$ cat src/rtl/uart_rx_pkg.sv
// Shared constants for the UART RX scheduler: config FSM encoding, live-setting
// defaults and the set of oversampling ratios the RX core supports.
package uart_rx_pkg;

  typedef enum logic [1:0] {
    ST_RUN    = 2'd0,
    ST_PEND   = 2'd1,
    ST_APPLY  = 2'd2,
    ST_SETTLE = 2'd3
  } cfg_state_e;

  localparam logic [5:0] PRESCALE_8  = 6'd8;
  localparam logic [5:0] PRESCALE_16 = 6'd16;
  localparam logic [5:0] PRESCALE_32 = 6'd32;

  localparam logic [5:0] DEF_PRESCALE = PRESCALE_16;
  localparam logic       DEF_PAR_EN   = 1'b1;
  localparam logic       DEF_PAR_TYP  = 1'b0;

  localparam int ERR_W_DEF = 8;

  function automatic logic prescale_legal(input logic [5:0] p);
    return (p == PRESCALE_8) || (p == PRESCALE_16) || (p == PRESCALE_32);
  endfunction

endpackage

$ cat src/rtl/uart_rx_sched_if.sv
// Host/RX-core facing signal bundle of the RX scheduler; slave is the scheduler side.
interface uart_rx_sched_if #(parameter int ERR_W = 8);
  logic             RX_IN;
  logic             rx_in_gated;
  logic             cfg_wr;
  logic [5:0]       cfg_prescale;
  logic             cfg_par_en;
  logic             cfg_par_typ;
  logic             cfg_err;
  logic             cfg_busy;
  logic [5:0]       Prescale;
  logic             PAR_EN;
  logic             PAR_TYP;
  logic             rx_busy;
  logic [7:0]       rx_data;
  logic             rx_data_valid;
  logic             rx_par_err;
  logic             rx_stp_err;
  logic [7:0]       out_data;
  logic             out_valid;
  logic             out_ready;
  logic             overflow;
  logic [ERR_W-1:0] par_err_cnt;
  logic [ERR_W-1:0] stp_err_cnt;
  logic             clr_stat;

  modport slave (
    input  RX_IN, cfg_wr, cfg_prescale, cfg_par_en, cfg_par_typ, rx_busy,
           rx_data, rx_data_valid, rx_par_err, rx_stp_err, out_ready, clr_stat,
    output rx_in_gated, cfg_err, cfg_busy, Prescale, PAR_EN, PAR_TYP,
           out_data, out_valid, overflow, par_err_cnt, stp_err_cnt
  );

  modport master (
    output RX_IN, cfg_wr, cfg_prescale, cfg_par_en, cfg_par_typ, rx_busy,
           rx_data, rx_data_valid, rx_par_err, rx_stp_err, out_ready, clr_stat,
    input  rx_in_gated, cfg_err, cfg_busy, Prescale, PAR_EN, PAR_TYP,
           out_data, out_valid, overflow, par_err_cnt, stp_err_cnt
  );
endinterface

$ cat src/rtl/sync_fifo.sv
// Single-clock FIFO; pushes when full are accepted only alongside a pop, pops when empty are ignored.
module sync_fifo #(
  parameter int WIDTH = 8,
  parameter int DEPTH = 4
) (
  input  logic                     clk,
  input  logic                     rst,
  input  logic                     push,
  input  logic                     pop,
  input  logic [WIDTH-1:0]         wdata,
  output logic [WIDTH-1:0]         rdata,
  output logic                     full,
  output logic                     empty,
  output logic [$clog2(DEPTH):0]   count
);
  localparam int AW = $clog2(DEPTH);
  localparam logic [AW-1:0] PTR_ONE = 1;
  localparam logic [AW:0]   CNT_ONE = 1;

  logic [WIDTH-1:0] mem_q [DEPTH];
  logic [AW-1:0]    wptr_q, rptr_q;
  logic [AW:0]      count_q, count_d;
  logic             wr_en, rd_en;

  assign empty = (count_q == '0);
  assign full  = (count_q == (AW+1)'(DEPTH));
  assign count = count_q;
  assign rd_en = pop && !empty;
  assign wr_en = push && (!full || rd_en);
  // Head is zero while empty so the stale array contents never leak out.
  assign rdata = empty ? '0 : mem_q[rptr_q];

  always_comb begin
    count_d = count_q;
    case ({wr_en, rd_en})
      2'b10:   count_d = count_q + CNT_ONE;
      2'b01:   count_d = count_q - CNT_ONE;
      default: count_d = count_q;
    endcase
  end

  always_ff @(posedge clk or posedge rst) begin
    if (rst) begin
      wptr_q  <= '0;
      rptr_q  <= '0;
      count_q <= '0;
    end else begin
      if (wr_en) wptr_q <= wptr_q + PTR_ONE;
      if (rd_en) rptr_q <= rptr_q + PTR_ONE;
      count_q <= count_d;
    end
  end

  always_ff @(posedge clk) begin
    if (wr_en) mem_q[wptr_q] <= wdata;
  end
endmodule

$ cat src/rtl/uart_rx_sched.sv
// UART RX scheduler: applies host config only between frames, buffers received
// bytes for the host and keeps parity/stop error statistics.
module uart_rx_sched #(
  parameter int FIFO_DEPTH = 4,
  parameter int SETTLE_CYC = 4,
  parameter int ERR_W      = uart_rx_pkg::ERR_W_DEF
) (
  input  logic          CLK,
  input  logic          RST,
  uart_rx_sched_if.slave bus
);
  import uart_rx_pkg::*;

  localparam int SW = $clog2(SETTLE_CYC + 1);
  localparam logic [SW-1:0]    SETTLE_LOAD = SW'(SETTLE_CYC - 1);
  localparam logic [SW-1:0]    SW_ONE      = 1;
  localparam logic [ERR_W-1:0] ERR_ONE     = 1;

  cfg_state_e       state_q, state_d;
  logic [SW-1:0]    cnt_q, cnt_d;
  logic             pend_q, pend_d;
  logic             cfg_err_q;
  logic             load_live;
  logic             wr_ok, wr_bad;
  logic [5:0]       presc_q, sh_presc_q;
  logic             par_en_q, par_typ_q, sh_par_en_q, sh_par_typ_q;
  logic             fifo_full, fifo_empty;
  logic [$clog2(FIFO_DEPTH):0] fifo_count;
  logic             pop, ovf_evt;
  logic             ovf_q;
  logic [ERR_W-1:0] par_cnt_q, stp_cnt_q;

  assign wr_ok  = bus.cfg_wr &&  prescale_legal(bus.cfg_prescale);
  assign wr_bad = bus.cfg_wr && !prescale_legal(bus.cfg_prescale);

  always_comb begin
    state_d   = state_q;
    cnt_d     = cnt_q;
    pend_d    = pend_q;
    load_live = 1'b0;
    unique case (state_q)
      ST_RUN:   if (wr_ok) state_d = ST_PEND;
      ST_PEND:  if (!bus.rx_busy && bus.RX_IN) state_d = ST_APPLY;
      ST_APPLY: begin
        load_live = 1'b1;
        cnt_d     = SETTLE_LOAD;
        state_d   = ST_SETTLE;
        if (wr_ok) pend_d = 1'b1;
      end
      ST_SETTLE: begin
        // A write arriving during the settle window is held until the window closes.
        if (cnt_q == '0) begin
          state_d = (pend_q || wr_ok) ? ST_PEND : ST_RUN;
          pend_d  = 1'b0;
        end else begin
          cnt_d = cnt_q - SW_ONE;
          if (wr_ok) pend_d = 1'b1;
        end
      end
      default: state_d = ST_RUN;
    endcase
  end

  always_ff @(posedge CLK or posedge RST) begin
    if (RST) begin
      state_q   <= ST_RUN;
      cnt_q     <= '0;
      pend_q    <= 1'b0;
      cfg_err_q <= 1'b0;
      presc_q   <= DEF_PRESCALE;
      par_en_q  <= DEF_PAR_EN;
      par_typ_q <= DEF_PAR_TYP;
    end else begin
      state_q   <= state_d;
      cnt_q     <= cnt_d;
      pend_q    <= pend_d;
      cfg_err_q <= wr_bad;
      if (load_live) begin
        presc_q   <= sh_presc_q;
        par_en_q  <= sh_par_en_q;
        par_typ_q <= sh_par_typ_q;
      end
    end
  end

  always_ff @(posedge CLK) begin
    if (wr_ok) begin
      sh_presc_q   <= bus.cfg_prescale;
      sh_par_en_q  <= bus.cfg_par_en;
      sh_par_typ_q <= bus.cfg_par_typ;
    end
  end

  assign bus.rx_in_gated = bus.RX_IN || (state_q == ST_APPLY) || (state_q == ST_SETTLE);
  assign bus.cfg_busy    = (state_q != ST_RUN);
  assign bus.cfg_err     = cfg_err_q;
  assign bus.Prescale    = presc_q;
  assign bus.PAR_EN      = par_en_q;
  assign bus.PAR_TYP     = par_typ_q;

  assign pop     = bus.out_ready && !fifo_empty;
  assign ovf_evt = bus.rx_data_valid && fifo_full && !pop;

  sync_fifo #(.WIDTH(8), .DEPTH(FIFO_DEPTH)) u_fifo (
    .clk   (CLK),
    .rst   (RST),
    .push  (bus.rx_data_valid),
    .pop   (pop),
    .wdata (bus.rx_data),
    .rdata (bus.out_data),
    .full  (fifo_full),
    .empty (fifo_empty),
    .count (fifo_count)
  );

  assign bus.out_valid = (fifo_count != '0);

  always_ff @(posedge CLK or posedge RST) begin
    if (RST) begin
      ovf_q     <= 1'b0;
      par_cnt_q <= '0;
      stp_cnt_q <= '0;
    end else if (bus.clr_stat) begin
      ovf_q     <= 1'b0;
      par_cnt_q <= '0;
      stp_cnt_q <= '0;
    end else begin
      if (ovf_evt) ovf_q <= 1'b1;
      if (bus.rx_par_err && !(&par_cnt_q)) par_cnt_q <= par_cnt_q + ERR_ONE;
      if (bus.rx_stp_err && !(&stp_cnt_q)) stp_cnt_q <= stp_cnt_q + ERR_ONE;
    end
  end

  assign bus.overflow    = ovf_q;
  assign bus.par_err_cnt = par_cnt_q;
  assign bus.stp_err_cnt = stp_cnt_q;
endmodule

$ cat src/flat_wrapper.sv
// flat-port wrapper written by rule: the top's interface ports become plain ports
module uart_rx_sched_flat import uart_rx_pkg::*;
#(
  parameter int FIFO_DEPTH = 4,
  parameter int SETTLE_CYC = 4,
  parameter int ERR_W      = uart_rx_pkg::ERR_W_DEF
)
  (CLK, RST, bus_RX_IN, bus_cfg_wr, bus_cfg_prescale, bus_cfg_par_en, bus_cfg_par_typ, bus_rx_busy, bus_rx_data, bus_rx_data_valid, bus_rx_par_err, bus_rx_stp_err, bus_out_ready, bus_clr_stat, bus_rx_in_gated, bus_cfg_err, bus_cfg_busy, bus_Prescale, bus_PAR_EN, bus_PAR_TYP, bus_out_data, bus_out_valid, bus_overflow, bus_par_err_cnt, bus_stp_err_cnt);
  uart_rx_sched_if #(.ERR_W(ERR_W)) bus_i ();
  input  logic CLK;
  input  logic RST;
  input wire logic [$bits(bus_i.RX_IN)-1:0] bus_RX_IN;
  input wire logic [$bits(bus_i.cfg_wr)-1:0] bus_cfg_wr;
  input wire logic [$bits(bus_i.cfg_prescale)-1:0] bus_cfg_prescale;
  input wire logic [$bits(bus_i.cfg_par_en)-1:0] bus_cfg_par_en;
  input wire logic [$bits(bus_i.cfg_par_typ)-1:0] bus_cfg_par_typ;
  input wire logic [$bits(bus_i.rx_busy)-1:0] bus_rx_busy;
  input wire logic [$bits(bus_i.rx_data)-1:0] bus_rx_data;
  input wire logic [$bits(bus_i.rx_data_valid)-1:0] bus_rx_data_valid;
  input wire logic [$bits(bus_i.rx_par_err)-1:0] bus_rx_par_err;
  input wire logic [$bits(bus_i.rx_stp_err)-1:0] bus_rx_stp_err;
  input wire logic [$bits(bus_i.out_ready)-1:0] bus_out_ready;
  input wire logic [$bits(bus_i.clr_stat)-1:0] bus_clr_stat;
  output wire logic [$bits(bus_i.rx_in_gated)-1:0] bus_rx_in_gated;
  output wire logic [$bits(bus_i.cfg_err)-1:0] bus_cfg_err;
  output wire logic [$bits(bus_i.cfg_busy)-1:0] bus_cfg_busy;
  output wire logic [$bits(bus_i.Prescale)-1:0] bus_Prescale;
  output wire logic [$bits(bus_i.PAR_EN)-1:0] bus_PAR_EN;
  output wire logic [$bits(bus_i.PAR_TYP)-1:0] bus_PAR_TYP;
  output wire logic [$bits(bus_i.out_data)-1:0] bus_out_data;
  output wire logic [$bits(bus_i.out_valid)-1:0] bus_out_valid;
  output wire logic [$bits(bus_i.overflow)-1:0] bus_overflow;
  output wire logic [$bits(bus_i.par_err_cnt)-1:0] bus_par_err_cnt;
  output wire logic [$bits(bus_i.stp_err_cnt)-1:0] bus_stp_err_cnt;
  assign bus_i.RX_IN = bus_RX_IN;
  assign bus_i.cfg_wr = bus_cfg_wr;
  assign bus_i.cfg_prescale = bus_cfg_prescale;
  assign bus_i.cfg_par_en = bus_cfg_par_en;
  assign bus_i.cfg_par_typ = bus_cfg_par_typ;
  assign bus_i.rx_busy = bus_rx_busy;
  assign bus_i.rx_data = bus_rx_data;
  assign bus_i.rx_data_valid = bus_rx_data_valid;
  assign bus_i.rx_par_err = bus_rx_par_err;
  assign bus_i.rx_stp_err = bus_rx_stp_err;
  assign bus_i.out_ready = bus_out_ready;
  assign bus_i.clr_stat = bus_clr_stat;
  assign bus_rx_in_gated = bus_i.rx_in_gated;
  assign bus_cfg_err = bus_i.cfg_err;
  assign bus_cfg_busy = bus_i.cfg_busy;
  assign bus_Prescale = bus_i.Prescale;
  assign bus_PAR_EN = bus_i.PAR_EN;
  assign bus_PAR_TYP = bus_i.PAR_TYP;
  assign bus_out_data = bus_i.out_data;
  assign bus_out_valid = bus_i.out_valid;
  assign bus_overflow = bus_i.overflow;
  assign bus_par_err_cnt = bus_i.par_err_cnt;
  assign bus_stp_err_cnt = bus_i.stp_err_cnt;
  uart_rx_sched #(.FIFO_DEPTH(FIFO_DEPTH), .SETTLE_CYC(SETTLE_CYC), .ERR_W(ERR_W)) u_core (.CLK(CLK), .RST(RST), .bus(bus_i));
endmodule
$ cat config.mk
export PLATFORM = sky130hd
export DESIGN_NAME = uart_rx_sched_flat
export DESIGN_NICKNAME = d
export VERILOG_FILES = /design/src/rtl/uart_rx_pkg.sv /design/src/rtl/uart_rx_sched_if.sv /design/src/rtl/sync_fifo.sv /design/src/rtl/uart_rx_sched.sv /design/src/flat_wrapper.sv
export SDC_FILE = /design/constraint.sdc
export NUM_CORES = 1
export LEC_CHECK = 0
export ABC_CLOCK_PERIOD_IN_PS = 2750
export BUFFER_PORTS_ARGS = -buffer_cell sky130_fd_sc_hd__buf_2
export CORE_MARGIN = 5
export CORE_UTILIZATION = 41
export DETAILED_ROUTE_END_ITERATION = 16
export PLACE_DENSITY = 0.63
export SLEW_MARGIN = 15
export SYNTH_ARGS = -nofsm -noshare
export SYNTH_HDL_FRONTEND = slang
export SYNTH_HIERARCHICAL = 1
export SYNTH_SLANG_ARGS = --single-unit
$ cat constraint.sdc
create_clock -name CLK -period 2.75 [get_ports CLK]
set_input_delay 0.275 -clock CLK [delete_from_list [all_inputs] [get_ports CLK]]
set_output_delay 0.275 -clock CLK [all_outputs]
set_load 0.03 [all_outputs]
==> flow_summary.ini, run 1 <==
[status]
status = complete, no violations

[critical_path]
cp_max_fo = 12
reg2reg_slack_ns = 0.43
startpoint_type = flop
cp-end-kind = flop
criticalPathCategory = reg -> reg
worstPathRequired_ns = 2.96
arrival_ns = 2.54

[power]
comb_power_share_pct = 38.2
internal_power_mw = 2.653
p_switching_mw = 1.554
fin_total_pwr_mw = 4.208
p_sw_share_pct = 36.94
power.density_nw_per_um2 = 981.8
total_leakage_power_nw = 1.844
seqPwrFrac_pct = 41.3
vdd_drop_max_mv = 0.4745
clockPowerShare_pct = 20.5

[finish]
drive_above_1_share_pct = 33.72
utilization_pct = 49.14
n_antenna_cell = 0
multi_input_area_um2 = 1365
syn_to_final_growth_pct = 17.25
regArea_um2 = 2180
nFillCells = 783
nNetsFinal = 378
fin_area_um2 = 4285

[synthesis]
yosysSeqAreaShare_pct = 59.64
synth_top_area_share_pct = 32.87
ys_warn_count = 6
syn_avg_cell_area_um2 = 13.44
synth_area_um2 = 3655
syn-num-nets = 311
ys_ff_latch = 79
synthArstFlopShare_pct = 49.37
syn_inst = 272
synth_cell_types = 53
synthTopCellsByArea = edfxtp_1 33%, dfrtp_1 25%, mux4_2 4.9%
synth_top_area_cell = edfxtp_1
synth_flop_cell = edfxtp_1
yosysMostFrequentCell = edfxtp_1
synth_commonest_cells = 40 x edfxtp_1, 37 x dfrtp_1, 20 x nor2_1
synth_edf_count = 40

[route]
ant_nets = 0
drt_pre_antenna_iters = 4
wirelength_um = 6817
dr_total_vias = 2291
vias_per_cell = 5.069
post_drt_wl_per_cell_um = 15.08
drc = 0
drtIter0Drc = 60

[sta]
slew_viol_final = 0
rsz0062_at_grt = false
fmax_mhz = 430.4
slew_headroom_pct = 45.37
layout_min_cycle_time_ns = 2.324
worstMarginPinSlew_ns = 0.8186
finalSetupViolations = 0
hold_violations = 0
skew_ns = 0.008496
finalCritPeriodShare_pct = 84.50
timing.setup.tns_ns = 0

[cts]
clkLatencyLatePin_ns = 0.34
cts_tree = built
cts_root_buf = clkbuf_8
clk_pin_slew_worst_paths_ns = 0.08
h-tree-depth = 3
cts_setup_buffers = 0
clk_path_buf_depth = 2
cts.sinks = 79
cts_buffers = 9

[floorplanning]
dieArea_um2 = 10900
io_pins = 63
start_util_pct = 41.91
rows = 34
die_w_um = 104.4
die_h_um = 104.4
design.core.area_um2 = 8721

[place]
place.gp.congestion = 0.7433
dp_hpwl_um = 4974
placed_cell_area_um2 = 4074
io_buffers = 62

[grt]
grt_pass1_wl_um = 11680
grt_usage_pct = 13.17
overflow = 0
grt_pass1_vias = 2343
antenna_found_initial = 0
grt_max_degree = 21

[job]
cap_violations = 0

[hold_path]
hold_class = in -> reg
-- power by group through the flow --
stage	clock [mW]	sequential [mW]	combinational [mW]
2_1_floorplan	0	1.81	1.17
3_3_place_gp	0	1.76	1.59
3_5_place_dp	0	1.77	1.63
4_1_cts	0.898	1.74	1.63
5_1_grt	0.948	1.78	1.77
6_report	0.861	1.74	1.61
-- placed cells by master, fill, tap and decap left out, types with 3 or more instances in the layout --
cell and n:
inv_1 19, or3_1 4, and2_1 9, and2_2 4
nand2_1 8, buf_2 62, ha_1 12, a21oi_1 7
xnor2_1 8, o211ai_1 5, mux2_2 8, mux4_2 8
clkbuf_8 10, nand4_1 3, xor2_1 8, nand3_1 7
dfrtp_1 37, edfxtp_1 40, o31ai_1 3, nor2_1 20
nand2b_1 3, o21ai_0 9
-- routing by layer --
| metal | up-vias | part of all wire, % | track usage, % |
|---|---|---|---|
| met1 | 1120 | 49 | 18.17 |
| met4 | 0 | 0.92 | 5.735 |
| met3 | 6 | 4.9 | 3.662 |
| met2 | 51 | 46 | 19.37 |
| met5 | - | 0 | 0 |
| li1 | 1114 | - | - |
-- layout make-up --
| type | count | share of cell area, % |
|---|---|---|
| Clock inverter | 5 | 1.343 |
| Sequential cell | 79 | 50.86 |
| Multi-Input combinational cell | 165 | 31.85 |
| Inverter | 19 | 1.664 |
| Clock buffer | 11 | 3.299 |
| Timing Repair Buffer | 65 | 7.825 |
| Tap cell | 108 | 3.153 |
-- metrics by stage --
stage | setup WS, ns | hold WS (ns) | instances
2_1_floorplan | 0.4947 | 0.07840 | 272
3_5_place_dp | 0.1856 | 0.2485 | 435
3_3_place_gp | 0.3290 | 0.2479 | 435
5_1_grt | 0.2242 | 0.09104 | 452
6_report | 0.4263 | 0.1105 | 452
4_1_cts | 0.1710 | 0.08445 | 452
-- cells by family (layout without fill, tap and decap cells) --
family	Yosys count	in the layout	synth area share (%)
AND/OR/NAND/NOR	75	75	11.50
buffers and inverters	28	100	3.081
flip-flops	79	79	59.64
adder cells (fa/ha/maj)	13	13	4.656
multiplexers	20	20	8.764
AO/OA/AOI/OAI	41	41	8.524
XOR/XNOR	16	16	3.834
-- flip-flops by register name (all words and copies together), names as in the netlist --
name / count
u_core/u_fifo/wptr_q: 2
u_core/sh_par_en_q: 1
u_core/bus.overflow: 1
u_core/state_q: 2
u_core/u_fifo/rptr_q: 2
u_core/bus.par_err_cnt: 8
u_core/sh_presc_q: 6
u_core/cnt_q: 3
u_core/bus.stp_err_cnt: 8
u_core/pend_q: 1
u_core/u_fifo/mem_q: 32
u_core/u_fifo/count: 3
u_core/bus.Prescale: 6
u_core/bus.cfg_err: 1
u_core/sh_par_typ_q: 1
u_core/bus.PAR_EN: 1
u_core/bus.PAR_TYP: 1
-- path summary, 6_finish.rpt --
check	from	endpoint	cells past startpoint
worst max-delay path	u_core/u_fifo/count[1]$_DFFE_PP0P_	u_core/u_fifo/count[2]$_DFFE_PP0P_	8
worst min-delay path	bus_cfg_par_typ	u_core/sh_par_typ_q$_DFFE_PP_	1
worst max register to register	u_core/u_fifo/count[1]$_DFFE_PP0P_	u_core/u_fifo/count[2]$_DFFE_PP0P_	8
worst min register to register	u_core/sh_presc_q[5]$_DFFE_PP_	u_core/bus.Prescale[5]$_DFFE_PP0P_	1
max in group asynchronous	RST	u_core/bus.PAR_EN$_DFFE_PP1P_	4
min in group asynchronous	RST	u_core/u_fifo/count[2]$_DFFE_PP0P_	3
-- timing repair --
action	4_1_cts	5_1_grt
hold endpoints to repair	7	0
setup endpoints to repair	0	2
gates resized for setup	0	1
hold buffers	1	0
-- critical path, cell delays in order, from the launching register on --
cell and delay [ns]:
dfrtp_1 0.45, or3_2 0.26, inv_1 0.07, nor2b_2 0.41
nand3b_1 0.17, fa_1 0.41, nand2b_1 0.17, o211ai_1 0.17
nand3_1 0.09
Note: power is estimated with default switching activity, not from simulation.
==> inputs of run 2 (changes only) <==
ABC_AREA = 1   (was default)
ABC_CLOCK_PERIOD_IN_PS = 2380   (was 2750)
clock period = 2.38 ns   (was 2.75 ns; I/O delays follow)
==> flow_summary.ini, run 2 <==
[status]
status = complete, no violations

[critical_path]
cp-end-kind = flop
criticalPathCategory = reg -> reg
r2r-end = u_core/u_fifo/count[2]$_DFFE_PP0P_
worstPathRequired_ns = 2.61
cp_max_fo = 9
arrival_ns = 2.41
reg2reg_slack_ns = 0.20
r2r_cells = 10
startpoint_type = flop
r2r_start = u_core/u_fifo/count[0]$_DFFE_PP0P_

[sta]
slew_headroom_pct = 62.99
timing.setup.tns_ns = 0
setup_ws_ns = 0.1959
layout_min_cycle_time_ns = 2.184
fin_hold_ws_ns = 0.06393
worstMarginPinSlew_ns = 0.5552
hold_violations = 0
skew_ns = 0.01059
slew_viol_final = 0
finalSetupViolations = 0
fmax_mhz = 457.9
finalCritPeriodShare_pct = 91.77
rsz0062_at_grt = false

[grt]
overflow = 0
grt_max_degree = 33
grt_pass1_wl_um = 12700
gr-usage-met1_pct = 19.50
use_met2_pct = 22.30
antenna_found_initial = 0
grt_usage_pct = 14.21
grt_pass1_vias = 2612
grt.busiest_layer = met2
grtUsageMet3_pct = 3.144

[cts]
clk_pin_slew_worst_paths_ns = 0.09
h-tree-depth = 3
cts.sinks = 79
cts_setup_buffers = 0
clkLatencyLatePin_ns = 0.34
clk_path_buf_depth = 2
cts_root_buf = clkbuf_8
cts_tree = built
cts_buffers = 9

[synthesis]
syn-num-nets = 416
ys_warn_count = 6
syn_inst = 377
syn_avg_cell_area_um2 = 9.774
synthArstFlopShare_pct = 49.37
synthTopCellsByArea = edfxtp_1 33%, dfrtp_1 25%, nand2_1 7.5%
synth_edf_count = 40
yosysSeqAreaShare_pct = 59.15
synth_area_um2 = 3685
synth_cell_types = 39
synth_flop_cell = edfxtp_1
synth_commonest_cells = 74 x nand2_1, 58 x nor2_1, 43 x inv_1
synth_top_area_cell = edfxtp_1
yosysMostFrequentCell = nand2_1
ys_ff_latch = 79
synth_top_area_share_pct = 32.60

[power]
total_leakage_power_nw = 2.042
vdd_drop_max_mv = 0.5861
power.density_nw_per_um2 = 1120
fin_total_pwr_mw = 4.806

[route]
drt_pre_antenna_iters = 6
drtIter0Drc = 114
wirelength_um = 7383
ant_nets = 0
drc = 0
dr_total_vias = 2661
vias_per_cell = 4.760
post_drt_wl_per_cell_um = 13.21

[floorplanning]
die_w_um = 104.8
dieArea_um2 = 10980
design.core.area_um2 = 8721
start_util_pct = 42.25
rows = 34
die_h_um = 104.8
io_pins = 63

[finish]
fin_area_um2 = 4293
utilization_pct = 49.23
final_common_cell = nand2_1
final_cells = 559
mostFrequentLayoutCells = 74 x nand2_1, 62 x buf_2, 54 x nor2_1
nFillCells = 819
syn_to_final_growth_pct = 16.50
nNetsFinal = 485
drive_above_1_share_pct = 23.50
n_antenna_cell = 0
largest_reg_flops = 32
regMostFlops = u_core/u_fifo/mem_q

[hold_path]
hold_class = in -> reg
min_to = u_core/sh_par_typ_q$_DFFE_PP_
hold_path_depth = 1
hold_path_startpoint = bus_cfg_par_typ

[place]
dp_hpwl_um = 5448
post-place-cells = 542
place.gp.congestion = 0.8230
placed_cell_area_um2 = 4095
io_buffers = 62
place_ws_ns = 0.06670

[job]
cap_violations = 0
==> run 2: cell count changes after synthesis, sizes merged, moves of 10 or more <==
cell	previous run	this run
nand2	8	82
nor2	20	60
inv	19	45
o21ai	9	31
and2	13	0
nand3	7	19
mux2	10	0
==> run 2: critical path: stages (launching register included) <==
cell	delay, ns
dfrtp_1	0.43
nor2_4	0.06
nand2_2	0.09
inv_1	0.16
nor2_1	0.46
nand3b_2	0.20
fa_1	0.41
inv_1	0.07
nand2_1	0.06
nand3_1	0.07
nand2_1	0.06
==> run 2: timing repair <==
action,CTS,global route
setup endpoints to repair,0,32
hold endpoints to repair,30,0
gates resized for setup,0,4
hold buffers,1,0
==> run 2: final cells by class <==
type                       count  area, µm²  share of cell area [%]
clock buffer                   9      123.9                   2.885
sequential                    79       2180                   50.77
multi-input combinational    244       1286                   29.96
tap                          108      135.1                   3.148
inverter                      48      186.4                   4.343
clock inverter                 7      53.80                   1.253
timing repair buffer          64      327.8                   7.636
==> run 2: power by group <==
| part | total, mW | switching [mW] | internal (mW) |
|---|---|---|---|
| logic | 1.92 | 1.34 | 0.586 |
| registers | 1.98 | 0.222 | 1.76 |
| clock network | 0.905 | 0.517 | 0.388 |
| total | 4.81 | 2.08 | 2.73 |
==> run 2: worst max path at each step <==
stage                                       startpoint                                  end  depth (start not counted)
floorplan           u_core/u_fifo/count[0]$_DFFE_PP0P_   u_core/u_fifo/count[1]$_DFFE_PP0P_                          9
global placement    u_core/u_fifo/count[0]$_DFFE_PP0P_  u_core/u_fifo/mem_q[1][1]$_DFFE_PP_                          6
detailed placement  u_core/u_fifo/count[0]$_DFFE_PP0P_  u_core/u_fifo/mem_q[1][1]$_DFFE_PP_                          6
CTS                 u_core/u_fifo/count[0]$_DFFE_PP0P_  u_core/u_fifo/mem_q[1][1]$_DFFE_PP_                          6
global route        u_core/u_fifo/count[0]$_DFFE_PP0P_   u_core/u_fifo/count[2]$_DFFE_PP0P_                         10
finish              u_core/u_fifo/count[0]$_DFFE_PP0P_   u_core/u_fifo/count[2]$_DFFE_PP0P_                         10
==> run 2: cell families (layout without fill, tap and decap cells) <==
logic type / count (synthesis) / count (layout) / synth area share, %
simple gates: 171 / 171 / 20.14
flops: 79 / 79 / 59.15
buf+inv: 54 / 128 / 6.213
compound gates: 50 / 50 / 7.504
fa+ha+maj: 13 / 13 / 4.618
xor+xnor: 10 / 10 / 2.377
==> run 2: layer usage <==
layer / vias to the layer above / wire [µm]
met5: - / 0
met4: 0 / 80
met3: 9 / 402
met2: 72 / 3482
met1: 1220 / 3418
li1: 1360 / -
